File: src/rtl/conv_result_writer.sv
// Conv result writer: captures one packed multi-kernel pixel word and bursts it
// into a kernel-major feature-map RAM, one 32-bit word per cycle.
module conv_result_writer #(
    parameter int KERNEL_NUM     = 6,
    parameter int PIXELS_PER_MAP = 36,
    parameter int ADDR_WIDTH     = 8
) (
    input  logic                     clk,
    input  logic                     rst_n,
    input  logic                     enable,
    input  logic [32*KERNEL_NUM-1:0] i_pixel_bus,
    input  logic                     i_valid,
    output logic                     o_ready,
    output logic [ADDR_WIDTH-1:0]    ram_addr,
    output logic [31:0]              ram_din,
    output logic                     ram_we,
    output logic                     o_done
);

    localparam int BUS_W = 32 * KERNEL_NUM;
    localparam int KW    = (KERNEL_NUM > 1) ? $clog2(KERNEL_NUM) : 1;
    localparam int PW    = (PIXELS_PER_MAP > 1) ? $clog2(PIXELS_PER_MAP) : 1;
    localparam logic [KW-1:0] K_LAST = KW'(KERNEL_NUM - 1);
    localparam logic [PW-1:0] P_LAST = PW'(PIXELS_PER_MAP - 1);

    typedef enum logic [1:0] {IDLE, WAIT, WRITE, DONE} state_t;

    state_t            state;
    logic [KW-1:0]     k_idx;
    logic [PW-1:0]     pix_idx;
    logic [BUS_W-1:0]  shadow;
    logic              abort_pend;
    logic              abort_now;
    logic [ADDR_WIDTH-1:0] wr_addr;

    always_comb begin
        wr_addr   = ADDR_WIDTH'(int'(k_idx) * PIXELS_PER_MAP + int'(pix_idx));
        abort_now = abort_pend | ~enable;
    end

    always_ff @(posedge clk or negedge rst_n) begin
        if (!rst_n) begin
            state      <= IDLE;
            o_ready    <= 1'b0;
            ram_we     <= 1'b0;
            ram_addr   <= '0;
            ram_din    <= '0;
            o_done     <= 1'b0;
            pix_idx    <= '0;
            k_idx      <= '0;
            shadow     <= '0;
            abort_pend <= 1'b0;
        end else begin
            ram_we <= 1'b0;
            o_done <= 1'b0;
            case (state)
                IDLE: begin
                    o_ready <= 1'b0;
                    pix_idx <= '0;
                    if (enable) state <= WAIT;
                end
                WAIT: begin
                    if (!enable) begin
                        state   <= IDLE;
                        o_ready <= 1'b0;
                        pix_idx <= '0;
                    end else if (i_valid && o_ready) begin
                        shadow     <= i_pixel_bus;
                        k_idx      <= '0;
                        abort_pend <= 1'b0;
                        o_ready    <= 1'b0;
                        state      <= WRITE;
                    end else begin
                        o_ready <= 1'b1;
                    end
                end
                WRITE: begin
                    // Shadow shifts up one word per write so kernel 0 leaves first.
                    ram_we     <= 1'b1;
                    ram_addr   <= wr_addr;
                    ram_din    <= shadow[BUS_W-1 -: 32];
                    shadow     <= shadow << 32;
                    k_idx      <= k_idx + KW'(1);
                    abort_pend <= abort_now;
                    if (k_idx == K_LAST) begin
                        k_idx <= '0;
                        if (abort_now) begin
                            state   <= IDLE;
                            pix_idx <= '0;
                        end else if (pix_idx == P_LAST) begin
                            state <= DONE;
                        end else begin
                            pix_idx <= pix_idx + PW'(1);
                            state   <= WAIT;
                        end
                    end
                end
                DONE: begin
                    o_done  <= 1'b1;
                    o_ready <= 1'b0;
                    pix_idx <= '0;
                    state   <= IDLE;
                end
                default: state <= IDLE;
            endcase
        end
    end

endmodule
File: config.mk
export PLATFORM = sky130hd
export DESIGN_NAME = conv_result_writer
export DESIGN_NICKNAME = d
export VERILOG_FILES = /design/src/rtl/conv_result_writer.sv
export SDC_FILE = /design/constraint.sdc
export NUM_CORES = 1
export LEC_CHECK = 0
export BUFFER_PORTS_ARGS = -buffer_cell sky130_fd_sc_hd__buf_2
export CAP_MARGIN = 20
export CORE_UTILIZATION = 37
export CTS_BUF_LIST = sky130_fd_sc_hd__clkbuf_8
export DETAILED_ROUTE_END_ITERATION = 8
export PLACE_DENSITY = 0.63
export REMOVE_ABC_BUFFERS = 1
export SLEW_MARGIN = 20
export SYNTH_ARGS = -nofsm -noshare
export SYNTH_HDL_FRONTEND = slang
export SYNTH_SLANG_ARGS = --single-unit
export TNS_END_PERCENT = 50
File: constraint.sdc
create_clock -name clk -period 4.44 [get_ports clk]
set_clock_uncertainty 0.05 [all_clocks]
set_input_delay 0.222 -clock clk [delete_from_list [all_inputs] [get_ports clk]]
set_output_delay 0.222 -clock clk [all_outputs]
set_load 0.02 [all_outputs]
======== Yosys cells after proc, flatten, opt, wreduce, memory -nomap -nowiden ========
Cells that the tools add are included.
storage, ports and cells
  bits of input ports ..................... 196
  flip-flop bits (word level) ............. 247
operators by class
  mux-type cells .......................... 27
  reductions and logical operators ........ 8
  multipliers ............................. 1
  eq/ne operators ......................... 12
  add/subtract/negate cells ............... 3
  bitwise logic cells ..................... 2
operators by type and width
  operator                                                               number
  192-bit two-way mux                                                    2
  192-bit case mux with 2 select lines                                   1
  6-bit two-way mux                                                      4
  6-bit case mux with 3 select lines                                     1
  2-bit two-way mux                                                      6
  2-bit != test, second input constant                                   5
  3-bit two-way mux                                                      3
  3-bit AND reduction                                                    3
  8-bit by 6-bit adder with 8-bit output                                 1
  2-bit case mux with 4 select lines                                     1
  6-bit by 1-bit adder with 6-bit output, second input constant          1
  6-bit equality test, second input constant                             1
  3-bit by 4-bit multiplier with 6-bit output, second input constant     1
  1-bit two-way mux                                                      6
  3-bit != test, second input constant                                   2
  3-bit case mux with 2 select lines                                     1
  2-bit equality test, second input constant                             2
  1-bit case mux with 2 select lines                                     2
  2-bit nonzero test                                                     2
  3-bit by 1-bit adder with 3-bit output, second input constant          1
  3-bit equality test, second input constant                             1
  2-bit by 1-bit equality test with 1-bit output, second input constant  1
  2-bit zero test                                                        1
  2-bit OR reduction                                                     1
  3 further kinds                                                        3

======== Depth between registers and ports, before layout ========
Gate-level depths: netlist of the first run.
  depth after elaboration ................. 5
  gate-level depth with buffers ........... 10
  mapped depth without buffers ............ 6

======== Worst setup path after synthesis of the first run ========
No wires, ideal clock.
  path type ............................... flip-flop to flip-flop
  from .................................... register state[0]
  to ...................................... register shadow[104]
  slack ................................... 2.584 ns
  data arrival time ....................... 1.674 ns
  cell stages (with the launch flop) ...... 11
  setup time .............................. 0.132 ns
  clock period less this slack ............ 1.856 ns
  path buffers ............................ 4
  required time ........................... 4.258 ns
  cell sequence ........................... dfrtp_1 > inv_1 > ha_1 > buf_4 > inv_4 > o22a_1 > buf_4 > buf_4 > buf_2 > nand2_1 > o21ai_1
on the way
  longest elaborated chain between the ends .. 3
RTL lines
  element                                                                                       line  source
  start, declared                                                                               28    state_t state;
  start signal, assigned                                                                        43    state <= IDLE;
  start signal, assigned                                                                        60    if (enable) state <= WAIT;
  start signal, assigned                                                                        64    state <= IDLE;
  2-bit by 1-bit equality test with 1-bit output / 2-bit equality test (equally long branches)  56    case (state)
  2-bit != test (no line) / 2-bit nonzero test (equally long branches)                          n/a
  3-bit AND reduction (no line)                                                                 n/a
  end signal, assigned                                                                          68    shadow <= i_pixel_bus;
  end signal, assigned                                                                          82    shadow <= shadow << 32;
  end, declared                                                                                 31    logic [BUS_W-1:0] shadow;
Several ways; a longest one is shown, not always the timed one.
A chain may end at the register's enable or synchronous reset.

======== Worst setup path in the final report of the first run ========
  from .................................... register state[0]
  to ...................................... register shadow[22]
Same word-level chain as after synthesis.

==> impl_metrics.csv, run 1 <==
group,metric,value,unit
clocking,cts_made_buffers,44,
yosys,ys_warn_count,0,
cells_and_area,area_delta_synth_final,39.05,%
global_routing,grtUsageTotal,18.09,%
floorplan,core-area,28780,sq um
routing,drt-pass1-iter-count,4,
floorplan,num_rows,62,
place,dp_cells,1512,
yosys,yosys-top-cells-area,"dfrtp_1, mux2i_1, o21ai_1",
timing,setup_violations,0,
worst_setup_path,endpoint,"shadow[22]",
worst_setup_path,rr_startpoint,"state[0]",
timing,period_minus_slack,2.728,ns
routing,wirelength,26600,um
floorplan,pin_count,239,
power_and_ir_drop,p_int,5.506,mW
timing,worstMarginPinSlew,1.000,ns
routing,vias,8439,
worst_setup_path,critPathCaptureType,"register",
routing,drt-initial-drc-count,436,
place,place.port_buffers,238,
routing,drc_errors,0,
floorplan,die-area,30040,sq um
cells_and_area,final_nets,1577,
worst_setup_path,r2r_slack,1.71,ns
yosys,yosys.area.top_type,"dfrtp_1",
clocking,cts_root_buffer,"clkbuf_8",
power_and_ir_drop,pwr-share-seq,46.3,%
timing,rsz0062_at_grt,"false",
floorplan,die_height,173.3,um
power_and_ir_drop,power_density,544.5,nW/um^2
clocking,cts_tree,"built",
power_and_ir_drop,pwr-share-comb,29.9,%
clocking,clk_pin_slew,0.06,ns
global_routing,grt_max_degree,151,
cells_and_area,antennaDiodeCount,0,
power_and_ir_drop,clockPowerShare,23.9,%
clocking,clock-sinks,247,
timing,final-hold-violation-count,0,
worst_setup_path,startpoint_type,"register",
cells_and_area,multi_input_area,4360,sq um
global_routing,grt_pass1_wl,44640,um
clocking,clk_latency,0.53,ns
worst_setup_path,worstRegToRegCells,6,
worst_setup_path,path_max_fanout,150,
routing,ant_nets,0,
clocking,cts_buffer_depth,3,
yosys,syn-cell-area,10860,sq um
hold_path,hp-class,"primary input to register",
worst_setup_path,arrival,3.09,ns
power_and_ir_drop,ir_drop,0.2724,mV
flow_run,max-cap-violations,0,
power_and_ir_drop,p_total,8.222,mW
worst_setup_path,worstSetupPathType,"register to register",
yosys,synth-seq-area-share,56.92,%
timing,fmax,366.6,MHz
yosys,avgSynthCellArea,11.43,sq um
yosys,synth_seq_cells,247,
cells_and_area,postLayoutCellArea,15100,sq um
yosys,synth_ff_type,"dfrtp_1",
yosys,ys_async_sr_fraction,100.0,%
global_routing,grt_pass1_vias,8822,
worst_setup_path,worstPathRequired,4.80,ns
cells_and_area,regArea,6181,sq um
power_and_ir_drop,p_leak,7.029,nW
floorplan,initial_core_util,37.73,%
global_routing,antenna_found_initial,0,
timing,finalMaxSlewViolations,0,
cells_and_area,fillers,2533,
timing,hold_slack,0.1445,ns
routing,avgRoutedWirePerCell,14.99,um
yosys,ys_types,46,
clocking,htreeDepth,2,
global_routing,grt.overflow.total,0,
yosys,synth_top_area_share,56.92,%
floorplan,fp.dieW,173.3,um
yosys,synth-edff-count,0,
place,dpl.hpwl,15280,um
worst_setup_path,cp-startpoint,"state[0]",
cells_and_area,fin_cells,1775,
routing,viasPerCell,4.754,
timing,slew_headroom,33.32,%
worst_setup_path,r2r-end,"shadow[22]",
cells_and_area,drive_gt1_share,24.80,%
power_and_ir_drop,p_switching,2.716,mW
timing,post-route-period-util,61.44,%
yosys,syn_inst,950,
place,place_area,12340,sq um
run_status,outcome,"finished clean",
power_and_ir_drop,switching_share,33.03,%
place,gp_routability_congestion,0.7519,
-- power by group through the flow --
| stage | logic (mW) | clock network [mW] | registers, mW |
|---|---|---|---|
| detailed placement | 2.32 | 0 | 3.83 |
| global placement | 2.24 | 0 | 3.78 |
| finish | 2.45 | 1.96 | 3.80 |
| CTS | 2.46 | 2.04 | 3.79 |
| floorplan | 1.75 | 0 | 3.92 |
| global route | 2.77 | 2.14 | 3.93 |
-- metal layers --
| layer | track usage (%) | part of all wire [%] | up-vias |
|---|---|---|---|
| met4 | 4.978 | 1.6 | 0 |
| met5 | 0 | 0 | - |
| met3 | 4.298 | 6.0 | 42 |
| met1 | 24.48 | 46 | 4018 |
| li1 | - | - | 4171 |
| met2 | 28.97 | 46 | 208 |
-- cell usage after synthesis (4+ instances only) --
| master | number |
|---|---|
| mux2i_1 | 162 |
| clkbuf_1 | 21 |
| a22o_1 | 33 |
| nand2_1 | 170 |
| o2bb2ai_1 | 4 |
| o21ai_1 | 160 |
| mux2_2 | 39 |
| nor2_1 | 6 |
| buf_2 | 40 |
| dfrtp_1 | 247 |
| ha_1 | 11 |
-- cells by family (layout without fill, tap and decap cells) --
kind of cell	Yosys count	after routing	share of synthesized area (%)
AND/OR/NAND/NOR	195	195	7.224
flip-flops	247	247	56.92
XOR/XNOR	2	2	0.1613
AO/OA/AOI/OAI	222	222	12.09
multiplexers	201	201	18.98
buffers and inverters	71	512	3.180
adder cells (fa/ha/maj)	12	12	1.452
-- cell usage in the layout (no fill, tap or decap), types with 2 or more instances in the layout --
cell and instances:
inv_1 17, o211ai_1 3, nor2_1 6, buf_12 5
o21ai_0 2, nand3_1 3, mux2_2 39, o2bb2ai_1 4
clkinv_2 2, o31ai_1 2, and3_1 2, mux2i_1 162
nand2b_1 3, a32o_1 2, a22o_1 33, nand3b_1 3
a21o_1 2, dlygate4sd3_1 194, buf_2 237, o21ai_1 160
and2_1 2, ha_1 10, buf_4 3, dfrtp_1 247
nand2_1 170, clkbuf_8 51, a21oi_1 3, xnor2_1 2
-- final cells by class --
class                   instances  share of cell area (%)
repair buffers                440                   21.63
inverters                       4                  0.1160
flip-flops and latches        247                   40.93
multi-input cells             632                   28.88
well taps                     384                   3.182
clock inverters                17                  0.6132
clock buffers                  51                   4.649
-- how the worst min path moves through the flow --
stage	startpoint	end	slack (ns)	cells past startpoint
floorplan	rst_n	abort_pend	-0.12	0
global placement	rst_n	ram_we	0.26	1
detailed placement	rst_n	ram_we	0.26	1
CTS	i_valid	o_ready	0.11	4
global route	i_valid	o_ready	0.18	4
finish	i_valid	o_ready	0.14	4
-- sequential cells by signal, summed over array words and instances, names as in the netlist --
| signal | flops |
|---|---|
| abort_pend | 1 |
| o_done | 1 |
| state | 2 |
| ram_din | 32 |
| ram_addr | 8 |
| ram_we | 1 |
| o_ready | 1 |
| shadow | 192 |
| k_idx | 3 |
| pix_idx | 6 |
-- worst max-delay path, cell delays in order, from the launching register on --
cell and delay, ns:
dfrtp_1 0.40, inv_1 0.19, ha_4 0.58, inv_4 0.12, o22a_4 0.47, buf_12 0.31, a22o_1 0.34
-- timing repair --
action	in CTS	in global routing
endpoints found under the hold margin	291	0
endpoints found under the setup margin	0	0
setup buffers	0	0
gates resized for setup	0	0
hold buffers	194	0
-- per-stage QoR --
| stage | utilization, % | setup WS [ns] | TNS (ns) |
|---|---|---|---|
| after floorplan | - | -7.398 | -1536.32 |
| after global placement | 42.89 | 1.567 | 0 |
| after detailed placement | 42.89 | 1.500 | 0 |
| after CTS | 52.40 | 1.499 | 0 |
| after global routing | 52.46 | 1.426 | 0 |
| final | 52.46 | 1.712 | 0 |
Power figures use the tool's default switching activity.
==> inputs of run 2 (changes only) <==
- clock period: 4.44 -> 2.8 ns (I/O delays scaled with it)
==> impl_metrics.csv, run 2 (same netlist as run 1, synthesis figures left out) <==
group,metric,value,unit
run_status,outcome,"finished clean",
routing,vias,8505,
routing,avgRoutedWirePerCell,15.04,um
worst_setup_path,worstRegToRegCells,6,
worst_setup_path,path_max_fanout,28,
clocking,htreeDepth,2,
cells_and_area,largest_reg_flops,192,
timing,setup_violations,0,
floorplan,die_height,173.3,um
clocking,cts_made_buffers,43,
worst_setup_path,r2r-end,"shadow[2]",
place,place.port_buffers,238,
clocking,clock-sinks,247,
timing,slew_headroom,41.06,%
routing,viasPerCell,4.781,
worst_setup_path,critPathCaptureType,"register",
clocking,cts.repair.resized,0,
global_routing,grt_pass1_vias,8731,
cells_and_area,area_delta_synth_final,39.94,%
routing,drt-initial-drc-count,471,
clocking,clk_latency,0.53,ns
power_and_ir_drop,ir_drop,0.3666,mV
worst_setup_path,worstSetupPathType,"register to register",
worst_setup_path,rr_startpoint,"state[1]",
hold_path,hp-class,"primary input to register",
floorplan,pin_count,239,
hold_path,holdPathEnd,"o_ready",
timing,setup_ws,0.5815,ns
global_routing,grt_pass1_wl,43880,um
flow_run,max-cap-violations,0,
timing,period_minus_slack,2.219,ns
place,dp_cells,1517,
timing,finalMaxSlewViolations,0,
cells_and_area,postLayoutCellArea,15200,sq um
power_and_ir_drop,switching_share,32.88,%
floorplan,initial_core_util,37.73,%
hold_path,worstHoldStart,"i_valid",
clocking,clk_pin_slew,0.06,ns
cells_and_area,fin_cells,1779,
cells_and_area,antennaDiodeCount,0,
place,dpl.hpwl,15420,um
clocking,hold_buffers,194,
cells_and_area,final_nets,1580,
global_routing,antenna_found_initial,0,
timing,fmax,450.7,MHz
power_and_ir_drop,p_switching,4.325,mW
hold_path,worstHoldPathCells,4,
power_and_ir_drop,p_total,13.15,mW
global_routing,grt_max_degree,135,
power_and_ir_drop,power_density,865.5,nW/um^2
clocking,cts_root_buffer,"clkbuf_8",
routing,drc_errors,0,
global_routing,grt.overflow.total,0,
cells_and_area,mostFrequentLayoutCell,"dfrtp_1",
timing,tns,0,ns
cells_and_area,drive_gt1_share,25.16,%
power_and_ir_drop,pwr-share-comb,29.8,%
place,pre_cts_ws,0.6047,ns
routing,wirelength,26750,um
floorplan,core-area,28780,sq um
global_routing,grtUsageTotal,17.79,%
place,place_area,12430,sq um
power_and_ir_drop,clockPowerShare,24.3,%
floorplan,fp.dieW,173.3,um
routing,ant_nets,0,
clocking,post_cts.repair.setup_buffers,0,
timing,final-hold-violation-count,0,
timing,hold_slack,0.05723,ns
clocking,cts_tree,"built",
worst_setup_path,startpoint_type,"register",
routing,drt-pass1-iter-count,5,
floorplan,num_rows,62,
power_and_ir_drop,p_leak,7.068,nW
floorplan,die-area,30040,sq um
cells_and_area,biggestRegsByFlops,"shadow: 192 flops, ram_din: 32 flops, ram_addr: 8 flops",
cells_and_area,final_cell_mix,"dfrtp_1, buf_2, dlygate4sd3_1",
worst_setup_path,worstPathRequired,3.21,ns
power_and_ir_drop,p_int,8.827,mW
timing,worstMarginPinSlew,0.8841,ns
cells_and_area,top_register,"shadow",
place,gp_routability_congestion,0.7432,
worst_setup_path,r2r_slack,0.58,ns
cells_and_area,utilization,52.80,%
worst_setup_path,arrival,2.62,ns
timing,post-route-period-util,79.23,%
power_and_ir_drop,pwr-share-seq,45.9,%
clocking,cts_buffer_depth,3,
timing,rsz0062_at_grt,"false",
cells_and_area,fillers,2479,
==> run 2: critical path, cell delays in order (launching register included) <==
cell and delay [ns]:
dfrtp_1 0.46, inv_1 0.14, ha_1 0.24, nand2_1 0.19, nor3_4 0.35, buf_4 0.48, a22o_1 0.22
==> run 2: cell type report <==
type	instances	area [sq um]	area share [%]
Timing Repair Buffer	444	3333	21.94
Inverter	4	17.52	0.1153
Sequential cell	247	6181	40.68
Multi-Input combinational cell	632	4360	28.69
Clock inverter	14	80.08	0.5270
Clock buffer	54	743.2	4.891
Tap cell	384	480.5	3.162
==> run 2: metal layers <==
metal	share of wire, %	up-vias	global-route usage (%)
met4	1.7	0	5.052
met5	0	-	0
li1	-	4178	-
met3	6.0	40	4.232
met2	47	245	28.65
met1	45	4042	23.86
==> run 2: worst max-delay path by stage <==
| stage | startpoint | endpoint | slack [ns] |
|---|---|---|---|
| after global placement | state[0] | state[1] | 0.66 |
| after detailed placement | state[0] | state[1] | 0.60 |
| after CTS | state[0] | state[1] | 0.59 |
| after global routing | state[1] | shadow[2] | 0.44 |
| after floorplan | state[0] | k_idx[0] | -9.04 |
| final | state[1] | shadow[2] | 0.58 |
==> run 2: power by group through the flow <==
stage,combinational (mW),sequential (mW),clock [mW]
after global placement,3.58,6.02,0
after CTS,3.92,6.03,3.31
after global routing,4.37,6.27,3.48
final,3.92,6.04,3.20
after floorplan,3.25,6.21,0
after detailed placement,3.70,6.09,0
==> inputs of run 3 (changes only) <==
- PLACE_DENSITY: 0.63 -> 0.65
- clock period: 2.8 -> 1.8 ns (I/O delays scaled with it)
==> impl_metrics.csv, run 3 (same netlist as run 1, synthesis figures left out) <==
group,metric,value,unit
cells_and_area,fin_cells,1838,
cells_and_area,drive_gt1_share,28.99,%
timing,post-route-period-util,100.8,%
routing,avgRoutedWirePerCell,15.61,um
cells_and_area,utilization,55.24,%
timing,setup_violations,3,
power_and_ir_drop,p_total,21.03,mW
worst_setup_path,worstPathRequired,2.16,ns
power_and_ir_drop,clockPowerShare,23.3,%
timing,hold_slack,0.05877,ns
worst_setup_path,r2r-end,"shadow[21]",
floorplan,die-area,30040,sq um
worst_setup_path,path_max_fanout,78,
routing,drt-pass1-iter-count,5,
global_routing,grtUsageTotal,18.43,%
cells_and_area,top_register,"shadow",
cells_and_area,area_delta_synth_final,46.40,%
timing,worstMarginPinSlew,0.4889,ns
cells_and_area,final_nets,1635,
worst_setup_path,startpoint_type,"register",
power_and_ir_drop,power_density,1323,nW/um^2
power_and_ir_drop,p_switching,6.951,mW
clocking,htreeDepth,2,
power_and_ir_drop,p_leak,7.428,nW
clocking,cts_tree,"built",
place,dpl.hpwl,16460,um
power_and_ir_drop,pwr-share-seq,44.7,%
routing,drt-initial-drc-count,474,
floorplan,initial_core_util,37.73,%
routing,vias,8887,
global_routing,grt_max_degree,79,
place,dp_cells,1559,
worst_setup_path,arrival,2.17,ns
power_and_ir_drop,switching_share,33.05,%
run_status,outcome,"finished, violations left",
global_routing,grt_pass1_vias,9029,
floorplan,pin_count,239,
worst_setup_path,r2r_slack,-0.01,ns
worst_setup_path,worstRegToRegCells,7,
floorplan,fp.dieW,173.3,um
cells_and_area,mostFrequentLayoutCell,"dfrtp_1",
worst_setup_path,cp-startpoint,"state[0]",
timing,rsz0062_at_grt,"true",
place,place.port_buffers,238,
routing,viasPerCell,4.835,
cells_and_area,biggestRegsByFlops,"shadow: 192 flops, ram_din: 32 flops, ram_addr: 8 flops",
clocking,cts_root_buffer,"clkbuf_8",
worst_setup_path,critPathCaptureType,"register",
clocking,cts_made_buffers,43,
hold_path,hp-class,"primary input to asynchronous set/reset pin",
timing,tns,-0.02370,ns
floorplan,die_height,173.3,um
clocking,clock-sinks,247,
cells_and_area,fillers,2437,
cells_and_area,largest_reg_flops,192,
global_routing,grt.overflow.total,0,
timing,fmax,551.2,MHz
flow_run,max-cap-violations,0,
timing,slew_headroom,67.41,%
global_routing,antenna_found_initial,2,
routing,ant_nets,0,
worst_setup_path,rr_startpoint,"state[0]",
timing,period_minus_slack,1.814,ns
timing,finalMaxSlewViolations,0,
run_status,violations,"negative setup slack",
routing,wirelength,28690,um
timing,final-hold-violation-count,0,
clocking,clk_pin_slew,0.06,ns
timing,setup_ws,-0.01415,ns
power_and_ir_drop,ir_drop,0.8199,mV
place,gp_routability_congestion,0.7433,
routing,drc_errors,0,
cells_and_area,multi_input_area,4429,sq um
power_and_ir_drop,pwr-share-comb,32.0,%
power_and_ir_drop,p_int,14.08,mW
global_routing,grt_pass1_wl,45370,um
cells_and_area,final_cell_mix,"dfrtp_1, buf_2, dlygate4sd3_1",
worst_setup_path,worstSetupPathType,"register to register",
clocking,cts_buffer_depth,3,
cells_and_area,regArea,6181,sq um
clocking,clk_latency,0.53,ns
floorplan,core-area,28780,sq um
floorplan,num_rows,62,
run 3: cell count changes in the layout (fill, tap and decap cells not counted), sizes merged:
cell | before | now
diode | 0 | 2
clkinvlp | 0 | 1
buf | 250 | 298
bufinv | 1 | 0
clkinv | 1 | 2
inv | 16 | 17
clkbuf | 54 | 60
o31a | 1 | 2
run 3: layout make-up:
type,count,area share (%)
clock inverter,16,0.4486
inverter,4,0.1102
multi-input combinational,633,27.86
clock buffer,54,4.675
antenna,2,0.03148
timing repair buffer,498,24.97
sequential,247,38.88
tap,384,3.022
run 3: timing repair:
item / CTS / global route
gates resized for setup: 3 / 25
setup endpoints to repair: 2 / 132
endpoints found under the hold margin: 442 / 0
pin swaps: 0 / 4
hold buffers: 194 / 0
buffers inserted: 0 / 6
cloned: 0 / 7
run 3: worst max-delay path by stage:
stage,to,cells after the start,slack [ns]
3_5_place_dp,ram_addr[6],6,-0.06
4_1_cts,shadow[22],7,0.001
6_report,shadow[21],7,-0.01
2_1_floorplan,k_idx[0],5,-10.04
3_3_place_gp,ram_addr[6],6,-0.01
5_1_grt,shadow[21],7,-0.07
run 3: critical path: stages, from the launching register on:
cell and delay [ns]:
dfrtp_1 0.43, inv_2 0.10, ha_4 0.17, inv_4 0.04
o22a_4 0.26, buf_12 0.15, buf_12 0.18, a22o_1 0.28
run 3: power by group through the flow:
stage / Sequential [mW] / Combinational (mW) / Clock [mW]
finish: 9.40 / 6.74 / 4.89
global route: 9.71 / 7.49 / 5.30
CTS: 9.33 / 6.38 / 5.07
detailed placement: 9.43 / 6.01 / 0
global placement: 9.30 / 5.85 / 0
floorplan: 9.65 / 4.08 / 0
run 3: stage by stage:
stage	setup slack, ns	instance area [sq um]
final	-0.01415	15900
after global routing	-0.07268	15900
after CTS	0.001232	15570
after detailed placement	-0.05741	12800
after global placement	-0.01013	12800
after floorplan	-10.04	10530
run 3: per-layer routing:
metal / share of wire [%] / GRT usage, % / vias up
met5: 0 / 0 / -
met4: 2.7 / 6.711 / 0
met3: 5.1 / 4.123 / 66
met2: 48 / 30.42 / 237
met1: 44 / 23.71 / 4280
li1: - / - / 4304
